`config.mk`:
```
export PLATFORM = sky130hd
export DESIGN_NAME = uart_rx_ctrl
export DESIGN_NICKNAME = d
export VERILOG_FILES = /design/src/rtl/uart_rx_ctrl_pkg.sv /design/src/rtl/uart_rx_fifo.sv /design/src/rtl/uart_rx_ctrl.sv
export SDC_FILE = /design/constraint.sdc
export NUM_CORES = 1
export LEC_CHECK = 0
export BUFFER_PORTS_ARGS = -buffer_cell sky130_fd_sc_hd__buf_2
export CORE_ASPECT_RATIO = 0.8
export CORE_MARGIN = 4
export CORE_UTILIZATION = 55
export DETAILED_ROUTE_END_ITERATION = 10
export PLACE_DENSITY = 0.8
export SKIP_LAST_GASP = 1
export SLEW_MARGIN = 20
export SYNTH_ARGS = -nofsm -noshare
export SYNTH_HDL_FRONTEND = slang
export SYNTH_HIERARCHICAL = 1
export SYNTH_SLANG_ARGS = --single-unit
```
`constraint.sdc`:
```
create_clock -name rx_clk -period 4.8 [get_ports rx_clk]
set_clock_uncertainty 0.05 [all_clocks]
set_input_delay 0.24 -clock rx_clk [delete_from_list [all_inputs] [get_ports rx_clk]]
set_output_delay 0.24 -clock rx_clk [all_outputs]
set_load 0.02 [all_outputs]
```
`src/rtl/uart_rx_ctrl_pkg.sv`:
```
// Shared types and constants for the UART receive controller.
package uart_rx_ctrl_pkg;

  // Frame tracking state: waiting for a start edge, or inside a frame.
  typedef enum logic {
    IDLE  = 1'b0,
    FRAME = 1'b1
  } state_t;

  // Oversampling ratio applied after reset.
  localparam int PRESCALE_RST     = 8;
  // Start + 8 data + stop bits; one more when parity is enabled.
  localparam int FRAME_BITS_NOPAR = 10;
  // Saturation value of the error counter.
  localparam int ERR_CNT_MAX      = 255;
  // Width of the in-frame cycle counter and the timeout arithmetic.
  localparam int FRAME_CNT_WIDTH  = 10;

endpackage

```
`src/rtl/uart_rx_fifo.sv`:
```
// First-word fall-through receive buffer. The head entry is presented
// combinationally; the caller guarantees push only when not full (or
// popping in the same cycle) and pop only when out_valid.
module uart_rx_fifo #(
  parameter int DATA_WIDTH = 8,
  parameter int FIFO_DEPTH = 4
) (
  input  logic                  clk,
  input  logic                  rst,
  input  logic                  push,
  input  logic [DATA_WIDTH-1:0] push_data,
  input  logic                  pop,
  output logic [DATA_WIDTH-1:0] out_data,
  output logic                  out_valid,
  output logic                  full
);

  localparam int AW = (FIFO_DEPTH > 1) ? $clog2(FIFO_DEPTH) : 1;
  localparam logic [AW:0] DEPTH_CNT = FIFO_DEPTH[AW:0];

  logic [DATA_WIDTH-1:0] mem [FIFO_DEPTH];
  logic [AW-1:0]         wr_ptr_reg;
  logic [AW-1:0]         rd_ptr_reg;
  logic [AW:0]           count_reg;

  // Storage write; contents need no reset because emptiness masks them.
  always_ff @(posedge clk) begin
    if (push) begin
      mem[wr_ptr_reg] <= push_data;
    end
  end

  // Pointer and occupancy bookkeeping; pointers wrap naturally (power of 2).
  always_ff @(posedge clk or posedge rst) begin
    if (rst) begin
      wr_ptr_reg <= '0;
      rd_ptr_reg <= '0;
      count_reg  <= '0;
    end else begin
      if (push) wr_ptr_reg <= wr_ptr_reg + 1'b1;
      if (pop)  rd_ptr_reg <= rd_ptr_reg + 1'b1;
      case ({push, pop})
        2'b10:   count_reg <= count_reg + 1'b1;
        2'b01:   count_reg <= count_reg - 1'b1;
        default: count_reg <= count_reg;
      endcase
    end
  end

  assign out_valid = (count_reg != '0);
  assign full      = (count_reg == DEPTH_CNT);
  // Drive zero when empty so the output is clean out of reset.
  assign out_data  = out_valid ? mem[rd_ptr_reg] : '0;

endmodule

```
`src/rtl/uart_rx_ctrl.sv`:
```
// UART receive controller: tracks frames on the serial line, applies
// configuration only between frames, buffers good words and counts errors.
module uart_rx_ctrl
  import uart_rx_ctrl_pkg::*;
#(
  parameter int DATA_WIDTH     = 8,
  parameter int PRESCALE_WIDTH = 6,
  parameter int FIFO_DEPTH     = 4
) (
  input  logic                      rx_clk,
  input  logic                      rst,
  input  logic                      cfg_wr,
  input  logic [PRESCALE_WIDTH-1:0] cfg_prescale,
  input  logic                      cfg_parity_enable,
  input  logic                      cfg_parity_type,
  input  logic                      rx_in,
  input  logic [DATA_WIDTH-1:0]     p_data,
  input  logic                      data_valid,
  input  logic                      stop_error,
  input  logic                      parity_error,
  output logic [PRESCALE_WIDTH-1:0] prescale,
  output logic                      parity_enable,
  output logic                      parity_type,
  output logic [DATA_WIDTH-1:0]     out_data,
  output logic                      out_valid,
  input  logic                      out_ready,
  output logic                      overflow,
  input  logic                      ovf_clr,
  output logic [7:0]                err_cnt,
  input  logic                      cnt_clr,
  output logic                      busy
);

  state_t                      state_reg, state_next;
  logic [FRAME_CNT_WIDTH-1:0]  cnt_reg, cnt_next;
  logic [FRAME_CNT_WIDTH-1:0]  ps_ext, frame_bits, timeout_lim;
  logic                        rx_q_reg;
  logic                        pending_reg;
  logic [PRESCALE_WIDTH-1:0]   pend_prescale_reg;
  logic                        pend_parity_enable_reg;
  logic                        pend_parity_type_reg;
  logic [PRESCALE_WIDTH-1:0]   prescale_reg;
  logic                        parity_enable_reg;
  logic                        parity_type_reg;
  logic                        overflow_reg;
  logic [7:0]                  err_cnt_reg;
  logic                        fifo_full, fifo_push, fifo_pop;
  logic                        apply_cfg, err_event;

  // Timeout is one prescale period past the last expected bit.
  assign ps_ext      = FRAME_CNT_WIDTH'(prescale_reg);
  assign frame_bits  = FRAME_CNT_WIDTH'(FRAME_BITS_NOPAR) + FRAME_CNT_WIDTH'(parity_enable_reg);
  assign timeout_lim = frame_bits * ps_ext + ps_ext - 1'b1;

  assign apply_cfg = (state_reg == IDLE) && pending_reg;
  assign err_event = stop_error | parity_error;
  assign fifo_pop  = out_valid && out_ready;
  // A full buffer still accepts when the head leaves in the same cycle.
  assign fifo_push = data_valid && (!fifo_full || fifo_pop);

  // Frame state register and in-frame cycle counter.
  always_ff @(posedge rx_clk or posedge rst) begin
    if (rst) begin
      state_reg <= IDLE;
      cnt_reg   <= '0;
      rx_q_reg  <= 1'b1;
    end else begin
      state_reg <= state_next;
      cnt_reg   <= cnt_next;
      rx_q_reg  <= rx_in;
    end
  end

  // Next-state: enter on a falling edge, leave on any core verdict or timeout.
  always_comb begin
    state_next = state_reg;
    cnt_next   = cnt_reg;
    case (state_reg)
      IDLE: begin
        cnt_next = '0;
        if (rx_q_reg && !rx_in) state_next = FRAME;
      end
      FRAME: begin
        if (data_valid || stop_error || parity_error || (cnt_reg == timeout_lim)) begin
          state_next = IDLE;
          cnt_next   = '0;
        end else begin
          cnt_next = cnt_reg + 1'b1;
        end
      end
      default: begin
        state_next = IDLE;
        cnt_next   = '0;
      end
    endcase
  end

  // Pending/applied configuration; a new write wins over a same-cycle apply.
  always_ff @(posedge rx_clk or posedge rst) begin
    if (rst) begin
      pending_reg            <= 1'b0;
      pend_prescale_reg      <= PRESCALE_WIDTH'(PRESCALE_RST);
      pend_parity_enable_reg <= 1'b0;
      pend_parity_type_reg   <= 1'b0;
      prescale_reg           <= PRESCALE_WIDTH'(PRESCALE_RST);
      parity_enable_reg      <= 1'b0;
      parity_type_reg        <= 1'b0;
    end else begin
      if (apply_cfg) begin
        prescale_reg      <= pend_prescale_reg;
        parity_enable_reg <= pend_parity_enable_reg;
        parity_type_reg   <= pend_parity_type_reg;
      end
      if (cfg_wr) begin
        pending_reg            <= 1'b1;
        pend_prescale_reg      <= cfg_prescale;
        pend_parity_enable_reg <= cfg_parity_enable;
        pend_parity_type_reg   <= cfg_parity_type;
      end else if (apply_cfg) begin
        pending_reg <= 1'b0;
      end
    end
  end

  // Sticky overflow and saturating error counter; clears take priority.
  always_ff @(posedge rx_clk or posedge rst) begin
    if (rst) begin
      overflow_reg <= 1'b0;
      err_cnt_reg  <= '0;
    end else begin
      if (ovf_clr)                        overflow_reg <= 1'b0;
      else if (data_valid && !fifo_push)  overflow_reg <= 1'b1;
      if (cnt_clr)                        err_cnt_reg <= '0;
      else if (err_event && (err_cnt_reg != 8'(ERR_CNT_MAX)))
                                          err_cnt_reg <= err_cnt_reg + 1'b1;
    end
  end

  uart_rx_fifo #(
    .DATA_WIDTH (DATA_WIDTH),
    .FIFO_DEPTH (FIFO_DEPTH)
  ) u_fifo (
    .clk       (rx_clk),
    .rst       (rst),
    .push      (fifo_push),
    .push_data (p_data),
    .pop       (fifo_pop),
    .out_data  (out_data),
    .out_valid (out_valid),
    .full      (fifo_full)
  );

  assign prescale      = prescale_reg;
  assign parity_enable = parity_enable_reg;
  assign parity_type   = parity_type_reg;
  assign overflow      = overflow_reg;
  assign err_cnt       = err_cnt_reg;
  assign busy          = (state_reg == FRAME);

endmodule
```
==> results.json <==
{
  "syn_nets": 416,
  "p_leak_nw": 2.20,
  "grt_setup_unrepaired": "false",
  "drc": 0,
  "cellPowerDensity_nw_per_um2": 662,
  "cp-end-kind": "register",
  "synth_edf_count": 32,
  "rows": 28,
  "p_switching_mw": 1.31,
  "avgSynthCellArea_um2": 12.2,
  "dp_hpwl_um": 6050,
  "coreArea_um2": 7430,
  "slew_viol_final": 0,
  "grt_pass1_vias": 2929,
  "drt-vias-per-instance": 5.29,
  "fillCellCount": 556,
  "multi_input_area_um2": 1960,
  "layout-drive-gt1-share": 0.237,
  "yosysSeqAreaShare": 0.494,
  "syn_area_um2": 4230,
  "slew_headroom": 0.301,
  "crit_type": "reg -> reg",
  "clk_latency_ns": 0.35,
  "synth_warnings": 6,
  "finalHoldViolations": 0,
  "dr.pass1.iters": 6,
  "cts_sinks": 77,
  "grt_pass1_wl_um": 14000,
  "root_buffer": "clkbuf_8",
  "die_area_um2": 9170,
  "synth_area_leaders": "dfrtp_1, edfxtp_1, ha_1",
  "p_int_mw": 1.91,
  "grt_max_degree": 39,
  "clockBufferDepth": 2,
  "netSwitchingFraction": 0.407,
  "crit_required_ns": 4.99,
  "cts_tree": "done",
  "worstPathArrival_ns": 4.66,
  "place.port_buffers": 52,
  "antenna_found_initial": 0,
  "ys_async_sr_fraction": 0.584,
  "synth.most_common_cell": "dfrtp_1",
  "synth_top_area_cell": "dfrtp_1",
  "htree_num_levels": 3,
  "synth-seq-cells": 77,
  "largest_reg_flops": 32,
  "cts.clk_slew.worst_paths_ns": 0.08,
  "syn_inst": 347,
  "grt.overflow.total": 0,
  "hold_path.class": "in -> reg",
  "clockPowerShare": 0.179,
  "wl_um": 8040,
  "fmax_mhz": 223,
  "synth_top_area_share": 0.248,
  "placed_area_um2": 4600,
  "die_w_um": 106,
  "finalCritPeriodShare": 0.933,
  "period_needed_ns": 4.48,
  "routed-via-count": 2740,
  "synthTopCellsByCount": "dfrtp_1, inv_1, edfxtp_1",
  "cts_buffers": 9,
  "setup_viol": 0,
  "nets": 477,
  "grt_use_total": 0.195,
  "regArea_um2": 2090,
  "seqPwrFrac": 0.283,
  "antenna_cells": 0,
  "worst_slew_pin_slew_ns": 1.04,
  "io_pins": 53,
  "antenna_left": 0,
  "cts_setup_buffers": 0,
  "vdd_drop_max_uv": 341,
  "place_congestion": 0.850,
  "die_y_um": 86.4,
  "synth_cell_types": 45,
  "final_area_um2": 4880,
  "rrSetupSlack_ns": 0.32,
  "power_frac_comb": 0.538,
  "start_util": 0.570,
  "crit_fanout": 10,
  "cap_viol_max_count": 0,
  "critPathLaunchType": "register",
  "wire_per_inst_um": 15.5,
  "finalSetupTns_ns": 0,
  "syn2layout_area_growth_pct": 15.3,
  "ys.flop_type": "dfrtp_1",
  "drt_iter0_drc": 150,
  "status": "completed"
}
## cell usage in the layout, fill, tap and decap left out, types with 12 or more instances in the layout
master    Yosys  layout
buf_2         2      52
dfrtp_1      42      41
edfxtp_1     32      32
fa_1         14      14
ha_1         29      28
inv_1        41      41
nand2_1      16      16
nor2_1       23      23
o21ai_0      12      12
xnor2_1      16      16
xor2_1       17      17
## per-stage QoR
step | utilization | cells | total power, mW | setup slack (ns) | hold slack (ns)
floorplan | - | 347 | 2.25 | 0.572 | -0.00660
global placement | 0.619 | 499 | 2.55 | 0.417 | 0.140
detailed placement | 0.619 | 499 | 2.63 | 0.277 | 0.146
CTS | 0.655 | 518 | 3.22 | 0.248 | 0.0415
global route | 0.657 | 518 | 3.51 | 0.0381 | 0.0389
finish | 0.657 | 518 | 3.23 | 0.324 | 0.0577
## critical path, cell delays in order (launching register included)
cell and delay, ns:
dfrtp_1 0.46, and2_1 0.19, ha_1 0.28, fa_1 0.49
inv_1 0.06, fa_1 0.54, inv_1 0.06, fa_1 0.48
ha_2 0.41, nand3_1 0.11, a2bb2oi_1 0.16, a2111oi_2 0.31
o2111ai_1 0.19, o31ai_2 0.30, buf_4 0.21, nor2_1 0.06
## layer usage
metal  up-vias  part of all wire  track usage  wire [µm]
met4         0             0.012       0.0529         99
met1      1346              0.47        0.263       3760
met2        70              0.47        0.322       3790
met3        10             0.048       0.0462        384
met5         -                 0            0          0
li1       1314                 -            -          -
## kinds of logic after synthesis
group	synth area share
xor gates and xnor gates	0.0683
DFF	0.494
muxes	0.0766
buffers and inverters	0.0458
and+or+nand+nor	0.107
adders and majority gates	0.152
AOI/OAI and AO/OA	0.0559
## power groups by stage
stage               registers [mW]  logic [mW]  clock network (mW)
global route                 0.933        1.95               0.622
floorplan                    0.886        1.36                   0
CTS                          0.915        1.71               0.590
finish                       0.912        1.74               0.577
global placement             0.916        1.64                   0
detailed placement           0.927        1.70                   0
## layout make-up
type | instances | share of cell area
Clock buffer | 9 | 0.0254
Inverter | 41 | 0.0316
Multi-Input combinational cell | 222 | 0.401
Clock inverter | 7 | 0.0231
Tap cell | 105 | 0.0269
Sequential cell | 77 | 0.429
Timing Repair Buffer | 57 | 0.0626
## worst paths after layout
path | startpoint | endpoint | cells past startpoint
max in group asynchronous | rst | parity_enable | 4
min reg2reg | pend_prescale_reg[4] | prescale[4] | 2
max reg2reg | prescale[4] | cnt_reg[2] | 15
min | p_data[1] | u_fifo/mem[0][1] | 1
min in group asynchronous | rst | u_fifo/count_reg[0] | 3
max | prescale[4] | cnt_reg[2] | 15
## timing repair
item,4_1_cts,5_1_grt
resized for setup,0,4
endpoints found under the setup margin,0,10
hold buffers,3,0
hold endpoints to repair,44,0
No activity file was read; power rests on OpenSTA's default activity.
